--- config.mk ---
export PLATFORM = sky130hd
export DESIGN_NAME = hazard_scoreboard_flat
export DESIGN_NICKNAME = d
export VERILOG_FILES = /design/src/rtl/hazard_scoreboard_if.sv /design/src/rtl/hazard_scoreboard.sv /design/src/flat_wrapper.sv
export SDC_FILE = /design/constraint.sdc
export NUM_CORES = 1
export LEC_CHECK = 0
export ABC_CLOCK_PERIOD_IN_PS = 5500
export CAP_MARGIN = 20
export CORE_ASPECT_RATIO = 1.5
export CORE_UTILIZATION = 70
export CTS_CLUSTER_DIAMETER = 50
export DETAILED_ROUTE_END_ITERATION = 8
export DONT_BUFFER_PORTS = 1
export GPL_ROUTABILITY_DRIVEN = 0
export HOLD_SLACK_MARGIN = 0.06
export PLACE_DENSITY = 0.87
export SLEW_MARGIN = 30
export SYNTH_ARGS = -nofsm -noshare
export SYNTH_HDL_FRONTEND = slang
export SYNTH_SLANG_ARGS = --single-unit
--- constraint.sdc ---
create_clock -name aclk -period 5.5 [get_ports aclk]
set_input_delay 0.275 -clock aclk [delete_from_list [all_inputs] [get_ports aclk]]
set_output_delay 0.275 -clock aclk [all_outputs]
set_load 0.05 [all_outputs]
--- src/rtl/hazard_scoreboard_if.sv ---
// Bundle between the decode stage and the hazard scoreboard: ID operands,
// write-back completions, fetch-cancel inputs and the stall/discard results.
interface hazard_scoreboard_if #(
    parameter int NREG  = 32,
    parameter int LAT_W = 4,
    parameter int CNT_W = 3
);
    localparam int RW = $clog2(NREG);

    logic             id_valid;
    logic [RW-1:0]    id_rj;
    logic [RW-1:0]    id_rk;
    logic [RW-1:0]    id_rd;
    logic             id_use_rj;
    logic             id_use_rk;
    logic             id_use_rd;
    logic             id_wr_en;
    logic [LAT_W-1:0] id_wr_lat;
    logic             id_br_taken;
    logic             ex_allow_in;
    logic             wb_done;
    logic [RW-1:0]    wb_rd;
    logic             flush;
    logic [CNT_W-1:0] if_outstanding;
    logic             inst_data_ok;
    logic             id_stall;
    logic             id_fire;
    logic             if_discard;
    logic [NREG-1:0]  busy_vec;
    logic             cancel_pending;

    modport master (
        output id_valid, id_rj, id_rk, id_rd, id_use_rj, id_use_rk, id_use_rd,
               id_wr_en, id_wr_lat, id_br_taken, ex_allow_in, wb_done, wb_rd,
               flush, if_outstanding, inst_data_ok,
        input  id_stall, id_fire, if_discard, busy_vec, cancel_pending
    );

    modport slave (
        input  id_valid, id_rj, id_rk, id_rd, id_use_rj, id_use_rk, id_use_rd,
               id_wr_en, id_wr_lat, id_br_taken, ex_allow_in, wb_done, wb_rd,
               flush, if_outstanding, inst_data_ok,
        output id_stall, id_fire, if_discard, busy_vec, cancel_pending
    );
endinterface

--- src/rtl/hazard_scoreboard.sv ---
// Per-register pending-write latency scoreboard with ID stall/issue decisions
// and a wrong-path fetch-response cancel counter.
module hazard_scoreboard #(
    parameter int NREG  = 32,
    parameter int LAT_W = 4,
    parameter int CNT_W = 3
) (
    input  logic                aclk,
    input  logic                reset,
    hazard_scoreboard_if.slave  sb
);
    localparam int RW = $clog2(NREG);
    localparam logic [LAT_W-1:0] VAR    = {LAT_W{1'b1}};
    localparam logic [CNT_W-1:0] CC_MAX = {CNT_W{1'b1}};

    logic [NREG-1:0][LAT_W-1:0] cnt_r;
    logic [NREG-1:0][LAT_W-1:0] cnt_nxt_s;
    logic [NREG-1:0]            busy_s;
    logic [CNT_W-1:0]           cc_r;
    logic [CNT_W-1:0]           cc_nxt_s;
    logic [CNT_W:0]             cc_sum_s;
    logic [CNT_W-1:0]           cc_load_val_s;
    logic                       cc_load_s;
    logic                       stall_s;
    logic                       fire_s;

    // Busy flags straight from the latency counters.
    always_comb begin
        busy_s = {NREG{1'b0}};
        for (int r = 0; r < NREG; r++) begin
            busy_s[r] = (cnt_r[r] != {LAT_W{1'b0}});
        end
    end

    // RAW on any read operand, or WAW against an unresolved variable-latency write.
    always_comb begin
        stall_s = 1'b0;
        if (sb.id_valid) begin
            stall_s = (sb.id_use_rj & busy_s[sb.id_rj])
                    | (sb.id_use_rk & busy_s[sb.id_rk])
                    | (sb.id_use_rd & busy_s[sb.id_rd])
                    | (sb.id_wr_en  & (cnt_r[sb.id_rd] == VAR));
        end else begin
            stall_s = 1'b0;
        end
    end

    assign fire_s = sb.id_valid & sb.ex_allow_in & ~stall_s & ~sb.flush;

    // Next counter value per register: flush, issue load, wb clear, decrement.
    always_comb begin
        cnt_nxt_s = cnt_r;
        for (int r = 0; r < NREG; r++) begin
            if (r == 0) begin
                cnt_nxt_s[r] = {LAT_W{1'b0}};
            end else if (sb.flush) begin
                cnt_nxt_s[r] = {LAT_W{1'b0}};
            end else if (fire_s && sb.id_wr_en && (sb.id_rd == RW'(r))) begin
                cnt_nxt_s[r] = sb.id_wr_lat;
            end else if (sb.wb_done && (sb.wb_rd == RW'(r)) && (cnt_r[r] == VAR)) begin
                cnt_nxt_s[r] = {LAT_W{1'b0}};
            end else if ((cnt_r[r] != {LAT_W{1'b0}}) && (cnt_r[r] != VAR)) begin
                cnt_nxt_s[r] = cnt_r[r] - LAT_W'(1);
            end else begin
                cnt_nxt_s[r] = cnt_r[r];
            end
        end
    end

    // Responses still owed to the wrong path; the current one counts if not yet back.
    always_comb begin
        cc_sum_s      = {1'b0, sb.if_outstanding} + {{CNT_W{1'b0}}, ~sb.inst_data_ok};
        cc_load_val_s = cc_sum_s[CNT_W] ? CC_MAX : cc_sum_s[CNT_W-1:0];
        cc_load_s     = sb.flush | (fire_s & sb.id_br_taken);
        if (cc_load_s) begin
            cc_nxt_s = cc_load_val_s;
        end else if (sb.inst_data_ok && (cc_r != {CNT_W{1'b0}})) begin
            cc_nxt_s = cc_r - CNT_W'(1);
        end else begin
            cc_nxt_s = cc_r;
        end
    end

    // Counter state registers.
    always_ff @(posedge aclk) begin
        if (reset) begin
            cnt_r <= {(NREG*LAT_W){1'b0}};
            cc_r  <= {CNT_W{1'b0}};
        end else begin
            cnt_r <= cnt_nxt_s;
            cc_r  <= cc_nxt_s;
        end
    end

    assign sb.id_stall       = stall_s;
    assign sb.id_fire        = fire_s;
    assign sb.busy_vec       = busy_s;
    assign sb.cancel_pending = (cc_r != {CNT_W{1'b0}});
    assign sb.if_discard     = sb.inst_data_ok & (cc_r != {CNT_W{1'b0}});
endmodule

--- src/flat_wrapper.sv ---
// flat-port wrapper written by rule: the top's interface ports become plain ports
module hazard_scoreboard_flat 
#(
    parameter int NREG  = 32,
    parameter int LAT_W = 4,
    parameter int CNT_W = 3
)
  (aclk, reset, sb_id_valid, sb_id_rj, sb_id_rk, sb_id_rd, sb_id_use_rj, sb_id_use_rk, sb_id_use_rd, sb_id_wr_en, sb_id_wr_lat, sb_id_br_taken, sb_ex_allow_in, sb_wb_done, sb_wb_rd, sb_flush, sb_if_outstanding, sb_inst_data_ok, sb_id_stall, sb_id_fire, sb_if_discard, sb_busy_vec, sb_cancel_pending);
  hazard_scoreboard_if #(.NREG(NREG), .LAT_W(LAT_W), .CNT_W(CNT_W)) sb_i ();
  input  logic aclk;
  input  logic reset;
  input wire logic [$bits(sb_i.id_valid)-1:0] sb_id_valid;
  input wire logic [$bits(sb_i.id_rj)-1:0] sb_id_rj;
  input wire logic [$bits(sb_i.id_rk)-1:0] sb_id_rk;
  input wire logic [$bits(sb_i.id_rd)-1:0] sb_id_rd;
  input wire logic [$bits(sb_i.id_use_rj)-1:0] sb_id_use_rj;
  input wire logic [$bits(sb_i.id_use_rk)-1:0] sb_id_use_rk;
  input wire logic [$bits(sb_i.id_use_rd)-1:0] sb_id_use_rd;
  input wire logic [$bits(sb_i.id_wr_en)-1:0] sb_id_wr_en;
  input wire logic [$bits(sb_i.id_wr_lat)-1:0] sb_id_wr_lat;
  input wire logic [$bits(sb_i.id_br_taken)-1:0] sb_id_br_taken;
  input wire logic [$bits(sb_i.ex_allow_in)-1:0] sb_ex_allow_in;
  input wire logic [$bits(sb_i.wb_done)-1:0] sb_wb_done;
  input wire logic [$bits(sb_i.wb_rd)-1:0] sb_wb_rd;
  input wire logic [$bits(sb_i.flush)-1:0] sb_flush;
  input wire logic [$bits(sb_i.if_outstanding)-1:0] sb_if_outstanding;
  input wire logic [$bits(sb_i.inst_data_ok)-1:0] sb_inst_data_ok;
  output wire logic [$bits(sb_i.id_stall)-1:0] sb_id_stall;
  output wire logic [$bits(sb_i.id_fire)-1:0] sb_id_fire;
  output wire logic [$bits(sb_i.if_discard)-1:0] sb_if_discard;
  output wire logic [$bits(sb_i.busy_vec)-1:0] sb_busy_vec;
  output wire logic [$bits(sb_i.cancel_pending)-1:0] sb_cancel_pending;
  assign sb_i.id_valid = sb_id_valid;
  assign sb_i.id_rj = sb_id_rj;
  assign sb_i.id_rk = sb_id_rk;
  assign sb_i.id_rd = sb_id_rd;
  assign sb_i.id_use_rj = sb_id_use_rj;
  assign sb_i.id_use_rk = sb_id_use_rk;
  assign sb_i.id_use_rd = sb_id_use_rd;
  assign sb_i.id_wr_en = sb_id_wr_en;
  assign sb_i.id_wr_lat = sb_id_wr_lat;
  assign sb_i.id_br_taken = sb_id_br_taken;
  assign sb_i.ex_allow_in = sb_ex_allow_in;
  assign sb_i.wb_done = sb_wb_done;
  assign sb_i.wb_rd = sb_wb_rd;
  assign sb_i.flush = sb_flush;
  assign sb_i.if_outstanding = sb_if_outstanding;
  assign sb_i.inst_data_ok = sb_inst_data_ok;
  assign sb_id_stall = sb_i.id_stall;
  assign sb_id_fire = sb_i.id_fire;
  assign sb_if_discard = sb_i.if_discard;
  assign sb_busy_vec = sb_i.busy_vec;
  assign sb_cancel_pending = sb_i.cancel_pending;
  hazard_scoreboard #(.NREG(NREG), .LAT_W(LAT_W), .CNT_W(CNT_W)) u_core (.aclk(aclk), .reset(reset), .sb(sb_i));
endmodule
# Yosys cells after proc, flatten, opt, wreduce, memory -nomap -nowiden
# Index checks and enable logic that the tools add are counted.
# word_totals
ff_bits	127
output_inout_bits	36
input_bits	39
wordCells	506
# classes
bitwise_logic	16
order_cmp	3
reduce_logical	192
mux	105
eq_ne	125
n_addsub	33
# op_table
cell	count
4-bit 2-to-1 mux	94
5-bit == test, second input constant	32
4-bit == test, second input constant	32
1-bit logical AND	126
4-bit != test, second input constant	31
4-bit nonzero test	31
4-bit by 1-bit subtractor with 4-bit output, second input constant	31
3-bit nonzero test	32
5-bit by 4-bit == test with 1-bit output, second input constant	16
5-bit by 3-bit == test with 1-bit output, second input constant	8
4-bit binary-select mux with 5-bit select	1
5-bit by 2-bit == test with 1-bit output, second input constant	4
5-bit by 6-bit < comparator with 1-bit output, second input constant	3
1-bit binary-select mux with 5-bit select	3
5-bit by 1-bit == test with 1-bit output, second input constant	2
1-bit AND	9
3-bit 2-to-1 mux	3
3-bit by 1-bit adder with 4-bit output	1
1-bit 2-to-1 mux	4
1-bit bitwise OR	4
4-bit nonzero test, first input constant	1
1-bit NOT	3
3-bit by 1-bit subtractor with 3-bit output, second input constant	1
2-bit nonzero test	1
2-bit OR reduction	1

# Logic depth before layout (Yosys ltp)
# Gate-level depths: netlist of run 1.
# depth
ltp_word	14
ltp_mapped	14
mapped_depth_nobuf	11

# Worst setup path before layout of run 1
# No wires, ideal clock.
# synth_path
path_kind	reg-to-output
from	register u_core.cnt_r[40] (netlist name)
to	output port sb_id_stall
setup_slack_ns	1.923
arrival_ns	3.302
path_stages_with_launch	10
required_ns	5.225
n_path_buf	0
cell_sequence	dfxtp_1 -> inv_1 -> ha_1 -> or3b_1 -> o2111ai_1 -> or4_1 -> o21ai_1 -> nor2_1 -> o2111a_1 -> a21boi_0
# synth_via
elab_chain_len	8
# synth_rtl
element	line_no	source
start: declaration	hazard_scoreboard.sv:16	logic [NREG-1:0][LAT_W-1:0] cnt_r;
start signal: assignment	hazard_scoreboard.sv:87	cnt_r <= {(NREG*LAT_W){1'b0}};
start signal: assignment	hazard_scoreboard.sv:90	cnt_r <= cnt_nxt_s;
4-bit nonzero test (*)	hazard_scoreboard.sv:31	busy_s[r] = (cnt_r[r] != {LAT_W{1'b0}});
net sb_busy_vec[10]	flat_wrapper.sv:31	output wire logic [$bits(sb_i.busy_vec)-1:0] sb_busy_vec;
1-bit binary-select mux with 5-bit select, on equally long branches	hazard_scoreboard.sv:39, hazard_scoreboard.sv:40	
1-bit 2-to-1 mux, on equally long branches	hazard_scoreboard.sv:39, hazard_scoreboard.sv:40	
1-bit AND, on equally long branches	hazard_scoreboard.sv:39, hazard_scoreboard.sv:40	
1-bit bitwise OR	hazard_scoreboard.sv:40	| (sb.id_use_rk & busy_s[sb.id_rk])
1-bit bitwise OR (*)	hazard_scoreboard.sv:41	| (sb.id_use_rd & busy_s[sb.id_rd])
1-bit bitwise OR (*)	hazard_scoreboard.sv:42	| (sb.id_wr_en & (cnt_r[sb.id_rd] == VAR));
1-bit 2-to-1 mux (*)	hazard_scoreboard.sv:38	if (sb.id_valid) begin
end: declaration	flat_wrapper.sv:28	output wire logic [$bits(sb_i.id_stall)-1:0] sb_id_stall;
# Mark *: on every way through the listed nets, which the timed path passes. The rest lies on a longest branch. The select of a mux whose other input is x is not followed.

# Worst setup path in the final report of run 1
# Ends and elaborated chain as after synthesis.

==> results of run 1 <==
==> worst max-delay path, delay by kind of cell, from the launching register on <==
kind	cells	cell delay [ps]
flops	1	440
compound gates	4	1400
simple gates	3	1300
fa+ha+maj	1	240
buf+inv	1	80
==> layout make-up <==
cell class / count / area, sq um / share of cell area [%]
clock buffers: 18 / 439 / 3.83
clock inverters: 14 / 156 / 1.37
inverters: 127 / 477 / 4.16
multi-input cells: 1043 / 7550 / 65.9
flip-flops and latches: 127 / 2540 / 22.2
well taps: 199 / 249 / 2.17
repair buffers: 6 / 45.0 / 0.393
==> cells in the mapped netlist, types with 16 or more instances <==
| cell | instances | area [sq um] |
|---|---|---|
| a211oi_1 | 19 | 143 |
| a21oi_1 | 23 | 115 |
| clkbuf_1 | 43 | 161 |
| dfxtp_1 | 127 | 2540 |
| ha_1 | 66 | 826 |
| inv_1 | 127 | 477 |
| mux2i_1 | 57 | 571 |
| mux4_2 | 25 | 563 |
| nand2_1 | 72 | 270 |
| nand3_1 | 58 | 290 |
| nor2_1 | 85 | 319 |
| nor2b_1 | 39 | 244 |
| nor3_1 | 45 | 225 |
| nor3b_1 | 25 | 188 |
| nor4b_1 | 16 | 140 |
| o211ai_1 | 47 | 353 |
| o21ai_0 | 81 | 405 |
| o21ai_1 | 110 | 551 |
| o31ai_1 | 24 | 180 |
| xnor2_1 | 45 | 394 |
==> sequential cells by signal, summed over array words and instances (netlist names) <==
name and count:
u_core.cc_r 3, u_core.cnt_r 124
==> per-layer routing <==
metal | vias up | global-route usage [%]
met2 | 820 | 68.9
met1 | 5007 | 48.6
met5 | - | 0
met4 | 2 | 33.8
li1 | 4858 | -
met3 | 273 | 13.1
==> cell families (layout without fill, tap and decap cells) <==
kind of cell | after synthesis | in the layout
DFF | 127 | 127
other | 1 | 1
AOI/OAI and AO/OA | 366 | 366
muxes | 91 | 91
buffers and inverters | 195 | 165
and+or+nand+nor | 469 | 469
xor gates and xnor gates | 50 | 50
adders and majority gates | 66 | 66
==> worst max-delay path by stage <==
stage / endpoint / slack, ps / cells past startpoint
after floorplan: sb_id_stall / 1920 / 9
after global placement: u_core.cnt_r[73]$_SDFFE_PP0P_ / 1500 / 10
after detailed placement: u_core.cnt_r[73]$_SDFFE_PP0P_ / 1400 / 10
after CTS: sb_id_stall / 1370 / 9
after global routing: u_core.cnt_r[73]$_SDFFE_PP0P_ / 1090 / 10
final: sb_id_stall / 1310 / 9
==> power by group through the flow <==
stage / combinational [mW] / clock (mW) / sequential, mW
final: 1.29 / 1.16 / 1.11
after global routing: 1.38 / 1.20 / 1.12
after CTS: 1.26 / 1.15 / 1.10
after detailed placement: 1.24 / 0 / 1.12
after global placement: 1.21 / 0 / 1.12
after floorplan: 1.07 / 0 / 1.09
==> results.cfg, run 1 <==
[synthesis]
synth_compound_area_share_pct = 21.0
synth_edf_count = 0
synth_top_family_by_area = simple AND/OR/NAND/NOR gates
synth_nets = 1470
async_reset_ff_share_pct = 0
yosys.area_share.simple_pct = 25.3
netlist_instances = 1365
syn_area_per_cell_sq_um = 7.97
synth.distinct_cells = 80
synthAdderAreaFrac_pct = 7.59
yosysWarningCount = 0
synthMuxAreaShare_pct = 11.4
synthFlopType = dfxtp_1
synth.cell_area_sq_um = 10900
synth_seq_cells = 127
synth_xor_area_share_pct = 4.03
yosysSeqAreaShare_pct = 23.4

[worst_setup_path]
slowest_delay_ps = 810
crit_start = u_core.cnt_r[40]$_SDFFE_PP0P_
worstReg2RegStart = u_core.cnt_r[116]$_SDFFE_PP0P_
r2r_slack_ps = 1320
critPathLaunchType = flip-flop
worst_r2r_endpoint = u_core.cnt_r[73]$_SDFFE_PP0P_
end_kind = output pin
cp.arrival_ps = 3910
crit_required_ps = 5220
cpMaxStageDelayCell = a21boi_1
crit_fanout = 6
rr_worst_depth = 10
crit_type = reg2out
path_cells = inv_1 -> ha_1 -> or3b_1 -> o2111ai_1 -> or4_1 -> o21ai_1 -> nor2_1 -> o2111a_1 -> a21boi_1

[final_layout]
fill_cells = 1125
area_growth_pct = 5.30
nets = 1427
utilization_pct = 75.7
drive_above_1_share_pct = 7.79
fin_cells = 1534
n_antenna_cell = 0
fin_area_sq_um = 11500
mostFrequentLayoutCells = inv_1 (127), dfxtp_1 (127), o21ai_1 (110)

[cts]
cts_tree = built
cts_root_buffer = clkbuf_16
cts_made_buffers = 17
clock_latency_ps = 430
clock_sinks = 127
h-tree-depth = 4
clk_pin_slew_ps = 60
hold_buffers = 0
cts_buffer_depth = 2
post-cts-setup-buffer-count = 0
post_cts_resized = 0

[sta]
fmax_mhz = 239
setup_ws_ps = 1310
finalCritPeriodShare_pct = 76.1
hold_viol_final = 0
min_period_ps = 4190
hold-worst-slack_ps = 63.1
slew_viol_final = 0
skew_ps = 9.09
tightest_slew_ps = 1000
rsz0062_at_grt = no
setup_tns_ps = 0
slew_headroom_pct = 33.2
finalSetupViolations = 0

[routing]
vias = 11000
dr_wl_met3_mm = 4.56
ant_nets = 0
drtIter0Drc = 1357
avgRoutedWirePerCell_um = 22.6
met1_length_mm = 11.7
dr_wl_met2_mm = 15.5
viasPerCell = 7.14
first_pass_iters = 7
drc = 0
drt_wl_total_mm = 34.6
highest_layer = met5

[pwr]
p_sw_mw = 1.45
pwr-share-seq_pct = 31.1
vdd_ir_drop_max_mv = 0.221
comb_power_share_pct = 36.2
p_leak_nw = 4.13
finalPower_mw = 3.56
power_density_nw_per_um2 = 311
p_int_mw = 2.11
switching_share_pct = 40.8
p_clk_share_pct = 32.7

[global_routing]
overflow = 0
grt_max_degree = 64
grt_pass1_vias = 10500
grt_pass1_wl_mm = 54.5
antenna_found_initial = 1
grt_usage_pct = 43.4

[floorplan]
fp.coreArea_sq_um = 15100
die-area_sq_um = 16100
die_h_um = 155
die_w_um = 104
placementRows = 55
initial_utilization_pct = 71.9
ioPinCount = 75

[placement]
place_hpwl_mm = 23.8
post-place-ws_ps = 1400
port_buffers = 0
dpl_cell_area_sq_um = 10900
placedCellCount = 1502

[worst_hold_path]
min_to = u_core.cc_r[2]$_SDFFE_PP0P_
min_path_cells = 2
min_from = reset
hold_class = in2reg

[run_status]
status = complete, no violations

[run]
drv_cap = 0
No activity file was read; power rests on OpenSTA's default activity.
==> run 2: changes to the inputs <==
--- a/config.mk
+++ b/config.mk
@@ -5,16 +5,16 @@
 export SDC_FILE = /design/constraint.sdc
 export NUM_CORES = 1
 export LEC_CHECK = 0
-export ABC_CLOCK_PERIOD_IN_PS = 5500
+export ABC_CLOCK_PERIOD_IN_PS = 4050
 export CAP_MARGIN = 20
 export CORE_ASPECT_RATIO = 1.5
-export CORE_UTILIZATION = 70
+export CORE_UTILIZATION = 66
 export CTS_CLUSTER_DIAMETER = 50
 export DETAILED_ROUTE_END_ITERATION = 8
 export DONT_BUFFER_PORTS = 1
 export GPL_ROUTABILITY_DRIVEN = 0
 export HOLD_SLACK_MARGIN = 0.06
-export PLACE_DENSITY = 0.87
+export PLACE_DENSITY = 0.83
 export SLEW_MARGIN = 30
 export SYNTH_ARGS = -nofsm -noshare
 export SYNTH_HDL_FRONTEND = slang
==> constraint.sdc (replaced) <==
create_clock -name aclk -period 4.05 [get_ports aclk]
set_input_delay 0.2025 -clock aclk [delete_from_list [all_inputs] [get_ports aclk]]
set_output_delay 0.2025 -clock aclk [all_outputs]
set_load 0.05 [all_outputs]
==> run 2 against run 1 <==
Net effect:
- non-clock buffer count grew 22
- flip-flop and latch count unchanged
- die area is 6.0% higher
- clock skew grew 3.5 ps
- hold slack gained 9.5 ps
- combinational power rose by 40%
- wire length shrank 0.44%
- register-to-register slack lost 760 ps
- first-iteration DRC count shrank 14%
- global-route usage is 3.2 points lower
- sequential share of layout area shrank 0.44 points
- critical path type unchanged
- largest power group unchanged
==> results.cfg, run 2 (synthesized netlist as in run 1, its figures left out) <==
[routing]
drc = 0
vias = 10900
drtIter0Drc = 1161
ant_nets = 0
viasPerCell = 6.97
drt_wl_total_mm = 34.4
avgRoutedWirePerCell_um = 22.1
first_pass_iters = 7

[cts]
post_cts_resized = 0
cts_buffer_depth = 2
clock_latency_ps = 420
h-tree-depth = 4
cts_root_buffer = clkbuf_16
clk_pin_slew_ps = 60
clock_sinks = 127
cts_made_buffers = 17
cts_tree = built

[placement]
place_hpwl_mm = 24.1
post-place-ws_ps = 601
port_buffers = 0

[global_routing]
antenna_found_initial = 1
grt_pass1_wl_mm = 53.0
overflow = 0
grt_usage_pct = 40.2
grt_pass1_vias = 10300
grt_max_degree = 64

[pwr]
comb_power_share_pct = 35.8
finalPower_mw = 5.07
p_clk_share_pct = 34.4
p_int_mw = 3.15
p_leak_nw = 4.27
switching_share_pct = 37.8
vdd_ir_drop_max_mv = 0.288
power_density_nw_per_um2 = 434
p_sw_mw = 1.92
pwr-share-seq_pct = 29.8

[floorplan]
die_w_um = 107
fp.coreArea_sq_um = 16200
placementRows = 57
ioPinCount = 75
die_h_um = 159
initial_utilization_pct = 67.2
die-area_sq_um = 17000

[sta]
tightest_slew_ps = 959
finalCritPeriodShare_pct = 91.6
slew_viol_final = 0
rsz0062_at_grt = no
skew_ps = 12.6
slew_headroom_pct = 35.5
hold_viol_final = 0
fmax_mhz = 270
setup_ws_ps = 342
min_period_ps = 3710
finalSetupViolations = 0
setup_tns_ps = 0
hold-worst-slack_ps = 72.6

[worst_setup_path]
cp.arrival_ps = 3510
cpMaxStageDelayCell = nor3b_1
path_cells = inv_1 -> ha_1 -> nor3b_1 -> nand2_1 -> a211oi_1 -> a2111oi_0 -> a21oi_2 -> o2111a_1 -> and3b_1
crit_fanout = 6
slowest_delay_ps = 720
crit_type = reg2out
critPathLaunchType = flip-flop
crit_required_ps = 3850
end_kind = output pin

[run]
drv_cap = 0

[final_layout]
largest_register = u_core.cnt_r
area_growth_pct = 7.43
fill_cells = 1246
mostFrequentLayoutCells = inv_1 (127), dfxtp_1 (127), o21ai_1 (110)
multiInputGateArea_sq_um = 7550
drive_above_1_share_pct = 8.86
top_regs = u_core.cnt_r: 124 flops, u_core.cc_r: 3 flops
largest_reg_flops = 124
nets = 1449
register_area_sq_um = 2540

[run_status]
status = complete, no violations

[worst_hold_path]
hold_class = in2reg
[run 2: cell count changes in the layout (fill, tap and decap cells not counted), moves of 2 or more]
cell | previous run | this run
clkinvlp_4 | 4 | 1
inv_6 | 4 | 0
buf_4 | 6 | 27
clkbuf_1 | 0 | 2
bufinv_16 | 2 | 6
[run 2: what timing repair did]
item                                   CTS  global route
setup buffers                            0             0
endpoints found under the hold margin    3             0
hold buffers                             1             0
[run 2: power groups by stage]
| stage | combinational (mW) | sequential [mW] | clock [mW] |
|---|---|---|---|
| floorplan | 1.45 | 1.47 | 0 |
| global placement | 1.73 | 1.52 | 0 |
| detailed placement | 1.77 | 1.53 | 0 |
| CTS | 1.79 | 1.50 | 1.74 |
| global route | 1.93 | 1.52 | 1.81 |
| finish | 1.81 | 1.51 | 1.74 |
[run 2: area by class of cell]
class	count	share of cell area, %
well taps	206	2.21
inverters	127	4.08
multi-input cells	1043	64.6
repair buffers	28	1.82
diodes	1	0.0214
flip-flops and latches	127	21.8
clock inverters	11	1.84
clock buffers	19	3.70
[run 2: metrics by stage]
step / area [sq um] / utilization (%) / instances
final: 11700 / 72.2 / 1562
after global routing: 11700 / 72.2 / 1561
after CTS: 11700 / 72.1 / 1561
after detailed placement: 11000 / 68.1 / 1530
after global placement: 11000 / 68.1 / 1530
after floorplan: 10900 / - / 1365
[run 2: critical path: cells and delay by family, from the launching register on]
kind | cells | cell delay (ps)
adders and majority gates | 1 | 170
buffers and inverters | 1 | 80
DFF | 1 | 370
and+or+nand+nor | 3 | 1330
AOI/OAI and AO/OA | 4 | 1140
[run 2: final timing paths]
path	slack, ps	from	to	cells after the start
setup / recovery	340	u_core.cnt_r[64]$_SDFFE_PP0P_	sb_id_fire	9
hold reg to reg	630	u_core.cc_r[2]$_SDFFE_PP0P_	u_core.cc_r[2]$_SDFFE_PP0P_	3
setup reg to reg	560	u_core.cnt_r[124]$_SDFFE_PP0P_	u_core.cnt_r[32]$_SDFFE_PP0P_	11
hold / removal	70	sb_flush	u_core.cc_r[2]$_SDFFE_PP0P_	2
[run 2: per-layer routing]
metal	wire length [um]	global-route usage [%]
met5	0	0
met4	2890	31.9
met3	4100	9.01
met2	15500	62.8
met1	12000	46.9
